--- src/rtl/fdown_sequencer.sv ---
// Near-IQ downconverter sequencer: mod2 phase generation, time_err supervision, I/Q pairing.
// Optional pair averaging is enabled by defining FDOWN_SEQ_DECIM_EN.
module fdown_sequencer #(
  parameter int GUARD     = 8,
  parameter int ERR_LIM   = 4,
  parameter int HOLD      = 16,
  parameter int LOG_DECIM = 2
) (
  input  logic        clk,
  input  logic        rst_n,
  input  logic        enable,
  input  logic        a_gate,
  input  logic        a_trig,
  output logic        mod2,
  input  logic        time_err,
  input  logic [15:0] o_data,
  input  logic        o_trig,
  output logic [15:0] i_out,
  output logic [15:0] q_out,
  output logic        iq_valid,
  output logic        locked,
  output logic [1:0]  state,
  output logic [7:0]  err_count
);

  typedef enum logic [1:0] {
    IDLE  = 2'b00,
    ARM   = 2'b01,
    RUN   = 2'b10,
    FAULT = 2'b11
  } st_t;

  localparam int GW = $clog2(GUARD + 2);

  if (GUARD < 0 || ERR_LIM < 1 || ERR_LIM > 255 || HOLD < 1 || HOLD > 255 || LOG_DECIM < 0)
  begin : g_param_check
    $error("fdown_sequencer: parameter out of legal range");
  end

  st_t st, st_n;
  logic [GW-1:0]      guard_cnt;
  logic [7:0]         consec;
  logic [7:0]         hold_cnt;
  logic               post;
  logic               err_hit;
  logic               pair_en;
  logic               pair_fire;
  logic               mod2_n;
  logic               pend;
  logic signed [15:0] pend_i;

  assign post      = (st == RUN) && (guard_cnt == GW'(GUARD));
  assign locked    = post;
  assign state     = st;
  assign err_hit   = post && time_err && (consec == 8'(ERR_LIM - 1));
  assign pair_en   = post && enable;
  assign pair_fire = pair_en && o_trig && pend;

  always_comb begin
    st_n = st;
    case (st)
      IDLE:    if (enable) st_n = ARM;
      ARM:     if (!enable) st_n = IDLE;
               else if (a_trig && a_gate) st_n = RUN;
      RUN:     if (!enable) st_n = IDLE;
               else if (err_hit) st_n = FAULT;
      FAULT:   if (!enable) st_n = IDLE;
               else if (hold_cnt == 8'(HOLD - 1)) st_n = ARM;
      default: st_n = IDLE;
    endcase
    // first RUN cycle always starts the phase at 1, then alternates
    mod2_n = 1'b0;
    if (st_n == RUN) mod2_n = (st == RUN) ? ~mod2 : 1'b1;
  end

`ifdef FDOWN_SEQ_DECIM_EN
  localparam int AW = 16 + LOG_DECIM;
  localparam int CW = (LOG_DECIM > 0) ? LOG_DECIM : 1;

  logic signed [AW-1:0] acc_i, acc_q;
  logic signed [AW-1:0] sum_i, sum_q;
  logic [CW-1:0]        pair_cnt;
  logic                 group_done;

  always_comb begin
    sum_i      = acc_i + AW'(pend_i);
    sum_q      = acc_q + AW'($signed(o_data));
    group_done = (pair_cnt == CW'((1 << LOG_DECIM) - 1));
  end
`endif

  always_ff @(posedge clk) begin
    if (!rst_n) begin
      st        <= IDLE;
      mod2      <= 1'b0;
      guard_cnt <= '0;
      consec    <= '0;
      hold_cnt  <= '0;
      err_count <= '0;
      pend      <= 1'b0;
      pend_i    <= '0;
      i_out     <= '0;
      q_out     <= '0;
      iq_valid  <= 1'b0;
`ifdef FDOWN_SEQ_DECIM_EN
      acc_i     <= '0;
      acc_q     <= '0;
      pair_cnt  <= '0;
`endif
    end else begin
      st       <= st_n;
      mod2     <= mod2_n;
      iq_valid <= 1'b0;

      if (st != RUN)  guard_cnt <= '0;
      else if (!post) guard_cnt <= guard_cnt + GW'(1);

      hold_cnt <= (st == FAULT) ? hold_cnt + 8'd1 : '0;

      if (st == IDLE && enable)
        err_count <= '0;
      else if (post && time_err && err_count != 8'hFF)
        err_count <= err_count + 8'd1;

      if (st != RUN) consec <= '0;
      else if (post) consec <= time_err ? consec + 8'd1 : '0;

      // pending I and accumulators only matter inside RUN; wipe them anywhere else
      if (st != RUN) begin
        pend <= 1'b0;
`ifdef FDOWN_SEQ_DECIM_EN
        acc_i    <= '0;
        acc_q    <= '0;
        pair_cnt <= '0;
`endif
      end else if (pair_en) begin
        if (!o_trig) begin
          pend   <= 1'b1;
          pend_i <= o_data;
        end else if (pend) begin
          pend <= 1'b0;
        end
      end

      if (pair_fire) begin
`ifdef FDOWN_SEQ_DECIM_EN
        if (group_done) begin
          i_out    <= 16'(sum_i >>> LOG_DECIM);
          q_out    <= 16'(sum_q >>> LOG_DECIM);
          iq_valid <= 1'b1;
          acc_i    <= '0;
          acc_q    <= '0;
          pair_cnt <= '0;
        end else begin
          acc_i    <= sum_i;
          acc_q    <= sum_q;
          pair_cnt <= pair_cnt + CW'(1);
        end
`else
        i_out    <= pend_i;
        q_out    <= o_data;
        iq_valid <= 1'b1;
`endif
      end
    end
  end

endmodule

--- config.mk ---
export PLATFORM = sky130hd
export DESIGN_NAME = fdown_sequencer
export DESIGN_NICKNAME = d
export VERILOG_FILES = /design/src/rtl/fdown_sequencer.sv
export SDC_FILE = /design/constraint.sdc
export NUM_CORES = 1
export LEC_CHECK = 0
export CAP_MARGIN = 20
export CORE_MARGIN = 1
export CORE_UTILIZATION = 45
export CTS_CLUSTER_SIZE = 8
export DETAILED_ROUTE_END_ITERATION = 8
export GPL_ROUTABILITY_DRIVEN = 0
export GPL_TIMING_DRIVEN = 1
export PLACE_DENSITY = 0.74
export SLEW_MARGIN = 5
export SYNTH_ARGS = -nofsm -noshare
export SYNTH_HDL_FRONTEND = slang
export SYNTH_SLANG_ARGS = --single-unit
--- constraint.sdc ---
create_clock -name clk -period 1.7 [get_ports clk]
set_input_delay 0.34 -clock clk [delete_from_list [all_inputs] [get_ports clk]]
set_output_delay 0.34 -clock clk [all_outputs]
set_load 0.05 [all_outputs]
==> results.tsv, run 1 <==
metric	value	unit
stdcell_area	0.00442	sq mm
layout-drive-gt1-share	0.220	
criticalPathCategory	reg2out	
fillers	664	
synth_edf_count	0	
row_count	31	
ys.flop_type	dfxtp_1	
die_w	89.0	microns
syn_to_final_growth	29.9	%
yosysTopAreaCell	dfxtp_1	
drc	0	
top_layer_used	met4	
coreArea	0.00729	sq mm
synth.top_cell.area_share	0.476	
post_dp_cell_area	0.00416	sq mm
grt_start_max_net_pins	82	
cts_tree	yes	
path_clk_slew	0.08	ns
clock_skew	0.00721	ns
wl_per_cell	12.7	microns
worst_pin_slew	0.365	ns
wl	7040	microns
end_kind	output pin	
cts_root_buf	clkbuf_8	
crit_fanout	2	
dp_hpwl	4840	microns
cts.htree.levels	3	
vias	2788	
vdd_ir_drop_max	415	uV
required	1.36	ns
rsz0062_at_grt	true	
wl_met1	3390	microns
maxCapViolCount	0	
initialDrtViolationCount	136	
dp_cells	534	
cts_made_buffers	9	
synthCells	369	
overflow	0	
syn_area	0.00341	sq mm
synth_most_common_cell	dfxtp_1	
met2_length	3180	microns
cts_sinks	81	
first_global_vias	2483	
antenna_found_initial	0	
grt_usage	0.190	
arrival	1.35	ns
yosys_register_bits	81	
startpoint_type	register	
wl_met3	364	microns
async_flop_share	0	
yosysUniqueCellTypes	46	
ant_nets	0	
max_slew_margin	0.754	
multiInputGateArea	0.00165	sq mm
ios	68	
diodes	0	
design.die.area	0.00792	sq mm
layoutNonFillerInstCount	554	
ctsLongestPathBuffers	2	
final_util	0.607	
finalSetupTns	0	ns
holdCritPathClass	in2reg	
clk_latency	0.34	ns
final_net_count	478	
ys_top_cells_by_count	81 x dfxtp_1, 78 x nand2_1, 33 x mux2i_1, 32 x nand3_1, 19 x nor2_1	
status	completed	
seqCellArea	0.00163	sq mm
seq_area_frac_synth	0.476	
first_pass_iters	4	
synth_nets	397	
synth.avg_cell_area	9.23	sq um
synth_warnings	0	
start_util	0.467	
finalHoldViolCount	0	
finalCriticalPeriod	1.69	ns
power_density	793	mW/mm^2
fin_crit_sh	0.991	
io_buffers	67	
synth.top_cells.by_area	dfxtp_1 48%, mux2i_1 9.7%, nand2_1 8.6%	
grt_pass1_wl	11600	microns
drv_slew	0	
leakagePower	1.68	nW
finalSetupViolations	0	
die_h	89.0	microns
drt-vias-per-instance	5.03	
fmax	593	MHz
metal layers:
layer,track usage,vias up
met4,0.0707,0
met2,0.291,74
met3,0.0489,9
met5,0,-
li1,-,1434
met1,0.260,1271
cells by family after synthesis:
| logic type | synth area share |
|---|---|
| buffers and inverters | 0.0463 |
| XOR/XNOR | 0.0283 |
| multiplexers | 0.100 |
| adder cells (fa/ha/maj) | 0.0184 |
| AND/OR/NAND/NOR | 0.245 |
| flip-flops | 0.476 |
| AO/OA/AOI/OAI | 0.0856 |
cells in the final DEF, fill, tap and decap left out, types with 2 or more instances in the layout:
cell              n
buf_12            6
o311ai_0          2
inv_1             3
and2_1            3
a31oi_1           5
xor2_1            5
nor4_1            2
and3_1            3
nand3b_4          2
a211oi_1          2
ha_1              4
dfxtp_1          78
nand4_1           2
nor2_1           19
nand3b_1          2
clkbuf_8         11
o21ai_0          17
o21ai_1           9
nand3_1          32
o21a_1            2
nor3_1            6
clkdlybuf4s50_1  21
inv_2             2
a22o_1            3
and3b_1           2
dfxtp_2           2
buf_4            61
xnor2_1           6
a21oi_1           8
nand2_1          78
mux2i_1          33
report_power, final:
group          total, mW  internal [mW]  switching, mW
combinational      0.149         0.0751         0.0737
clock               1.46          0.769          0.692
sequential          1.90           1.90        0.00345
total               3.51           2.74          0.769
sequential cells by signal, summed over array words and instances (netlist names):
name,flops
state,2
guard_cnt,4
pend,1
i_out,16
pend_i,16
q_out,16
hold_cnt,8
mod2,1
err_count,8
consec,8
iq_valid,1
stage by stage:
stage / hold slack, ns / setup WS, ns / total power [mW]
2_1_floorplan: 0.413 / 0.00595 / 2.01
3_3_place_gp: 0.425 / -0.0798 / 2.09
3_5_place_dp: 0.443 / -0.121 / 2.09
4_1_cts: 0.350 / -0.0453 / 3.55
5_1_grt: 0.357 / -0.0502 / 3.66
6_report: 0.367 / 0.0149 / 3.51
final cells by class:
type | count | area share
clock buffer | 11 | 0.0342
sequential | 81 | 0.368
inverter | 5 | 0.00424
timing repair buffer | 89 | 0.179
tap | 99 | 0.0280
clock inverter | 5 | 0.0141
multi-input combinational | 264 | 0.372
critical path, stage by stage (launching register included):
cell and delay, ns:
dfxtp_2 0.33, inv_2 0.08, ha_4 0.14, nand3b_4 0.09, nor3_4 0.19, buf_12 0.17
final timing paths:
kind | from | endpoint | slack [ns] | depth (start not counted)
worst max register to register | guard_cnt[0] | err_count[6] | 0.13 | 7
worst min-delay path | rst_n | state[0] | 0.37 | 2
worst min register to register | pend | pend | 0.46 | 2
worst max-delay path | guard_cnt[0] | locked | 0.01 | 5
repair_timing:
| action | in CTS | in global routing |
|---|---|---|
| setup endpoints to repair | 1 | 35 |
| buffers inserted | 5 | 0 |
| pin swaps | 2 | 1 |
| gates resized for setup | 6 | 1 |
| endpoints found under the hold margin | 0 | 0 |
| hold buffers | 0 | 0 |
| gates cloned | 0 | 0 |
(Power assumes the default switching activity.)
==> run 2: changes to the inputs <==
Settings changed: ABC_AREA set to 1.
==> run 2 against run 1 <==
Synthesized cell count increased by 15%. Sequential power about the same. Die area decreased by 1.8%. Final cell count increased by 11%. Sequential cell count unchanged. Utilization increased by 2.4 points. The flow now finishes with violations (negative setup slack). Non-clock buffer count increased by 1. Synthesized area decreased by 1.9%. Combinational power increased by 7%. Hold slack improved by 0.079 ns. Global-route usage increased by 0.70 points. Highest routed layer unchanged.
==> results.tsv, run 2 <==
metric	value	unit
status	finished, violations left	
violations	negative setup slack	
arrival	1.95	ns
reg_top3	i_out x16, pend_i x16, q_out x16	
first_pass_iters	4	
vdd_ir_drop_max	578	uV
cts_sinks	81	
layout_commonest_cell	dfxtp_1	
cp_common_cell	buf_6	
clk_latency	0.35	ns
p_comb_frac	0.045	
grt_usage	0.197	
die_w	88.2	microns
synth.top_cell.area_share	0.485	
finalCriticalPeriod	1.71	ns
leakagePower	1.75	nW
clock_skew	0.00642	ns
power_density	788	mW/mm^2
reg2reg_from	guard_cnt[1]	
layout-drive-gt1-share	0.244	
synth.avg_cell_area	7.84	sq um
drt-vias-per-instance	5.09	
wl_per_cell	13.7	microns
design.die.area	0.00777	sq mm
die_h	88.2	microns
yosys_register_bits	81	
fin_ws	-0.0143	ns
drv_slew	0	
crit_fanout	8	
ff2ff_path_depth	9	
overflow	0	
yosysTopAreaCell	dfxtp_1	
max_slew_margin	0.775	
holdCritPathClass	reg2reg	
dp_hpwl	4980	microns
syn_to_final_growth	36.1	%
maxCapViolCount	0	
worst_hold_path.endpoint	i_out[12]	
start_util	0.463	
rrSetupSlack	-0.01	ns
cpMaxStageDelayCell	dfxtp_2	
finalHoldViolCount	0	
dp_cells	587	
cts_made_buffers	9	
criticalPathCategory	reg2reg	
drc	0	
cts.htree.levels	3	
finalSetupViolations	1	
grt_start_max_net_pins	66	
final_net_count	540	
coreArea	0.00721	sq mm
ant_nets	0	
p_int	2.79	mW
yosysUniqueCellTypes	31	
ctsLongestPathBuffers	2	
synth_edf_count	0	
worst_pin_slew	0.337	ns
synthCells	426	
layoutNonFillerInstCount	616	
ys.flop_type	dfxtp_1	
final_cell_mix	76 x dfxtp_1, 64 x nand2_1, 60 x a21oi_1	
required	1.94	ns
wl	8430	microns
syn_area	0.00334	sq mm
vias	3134	
path_cells	inv_2, ha_4, nand3_4, nor2_8, buf_6, nand4_4, buf_6, o21ai_1, a21oi_1	
diodes	0	
p_seq_frac	0.531	
ys_top_cells_by_count	81 x dfxtp_1, 66 x nand2_1, 65 x a21oi_1, 58 x inv_1, 35 x o21ai_0	
synth_warnings	0	
holdPathStages	2	
path_clk_slew	0.08	ns
post_dp_cell_area	0.00405	sq mm
antenna_found_initial	0	
startpoint_type	register	
r2r-end	i_out[8]	
synth.top_cells.by_area	dfxtp_1 49%, a21oi_1 9.7%, nand2_1 7.4%	
seq_area_frac_synth	0.485	
stdcell_area	0.00455	sq mm
fin_crit_sh	1.01	
synth_most_common_cell	dfxtp_1	
initialDrtViolationCount	227	
end_kind	register	
clockPowerShare	0.425	
rsz0062_at_grt	true	
cts_root_buf	clkbuf_8	
critPathMaxStageDelay	0.33	ns
synth_nets	454	
io_buffers	67	
row_count	31	
switchingPower	0.789	mW
fmax	583	MHz
switching_share	0.220	
ios	68	
worstHoldStart	i_out[12]	
cts_tree	yes	
first_global_vias	2701	
async_flop_share	0	
grt_pass1_wl	12000	microns
-- run 2: area by class of cell --
type                       count  area [sq um]
clock buffer                  11           131
clock inverter                 5          80.1
fill                         642          2670
inverter                      63           239
multi-input combinational    267          1510
sequential                    81          1630
tap                           99           124
timing repair buffer          90           832
-- run 2: how the worst max path moves through the flow --
| stage | startpoint | to | slack (ns) | cells after the start |
|---|---|---|---|---|
| detailed placement | enable | mod2 | -0.02 | 7 |
| global placement | enable | mod2 | 0.02 | 7 |
| global route | guard_cnt[1] | i_out[8] | -0.09 | 9 |
| floorplan | guard_cnt[0] | q_out[13] | 0.003 | 9 |
| CTS | guard_cnt[1] | locked | 0.02 | 5 |
| finish | guard_cnt[1] | i_out[8] | -0.01 | 9 |
-- run 2: cell families (layout without fill, tap and decap cells) --
kind of cell	after synthesis	count (layout)	share of synthesized area
buffers and inverters	79	169	0.103
and+or+nand+nor	139	140	0.195
AOI/OAI and AO/OA	113	113	0.174
adders and majority gates	5	5	0.0187
DFF	81	81	0.485
xor gates and xnor gates	9	9	0.0236
-- run 2: power groups by stage --
stage | Sequential [mW] | Combinational (mW) | Clock [mW]
after floorplan | 1.95 | 0.0554 | 0
after global placement | 1.95 | 0.147 | 0
after detailed placement | 1.95 | 0.147 | 0
after CTS | 1.90 | 0.148 | 1.53
after global routing | 1.90 | 0.174 | 1.62
final | 1.90 | 0.160 | 1.52
-- run 2: routing by layer --
layer	part of all wire	global-route usage	routed length [microns]	up-vias
met2	0.48	0.321	4010	91
met1	0.46	0.254	3840	1461
met4	0.016	0.0557	136	0
met5	0	0	0	-
li1	-	-	-	1569
met3	0.052	0.0584	441	13
-- run 2: repair_timing --
item,CTS,global route
setup endpoints to repair,1,62
hold buffers,0,0
hold endpoints to repair,0,0
setup buffers,4,5
cloned,0,5
pin swaps,3,19
resized for setup,2,47
-- run 2: critical path, delay by kind of cell, from the launching register on --
| family | cells | cell delay, ns |
|---|---|---|
| fa+ha+maj | 1 | 0.14 |
| compound gates | 2 | 0.27 |
| buf+inv | 3 | 0.43 |
| simple gates | 3 | 0.42 |
| flops | 1 | 0.33 |
-- run 2: stage by stage --
stage               setup TNS, ns  hold WS, ns  setup WS, ns  power, mW   util
floorplan                       0        0.418       0.00319       2.01      -
global placement                0        0.428        0.0225       2.09  0.561
detailed placement        -0.0227        0.437       -0.0227       2.09  0.561
CTS                             0        0.449        0.0247       3.58  0.594
global route               -0.963        0.460       -0.0941       3.69  0.630
finish                    -0.0143        0.446       -0.0143       3.58  0.630
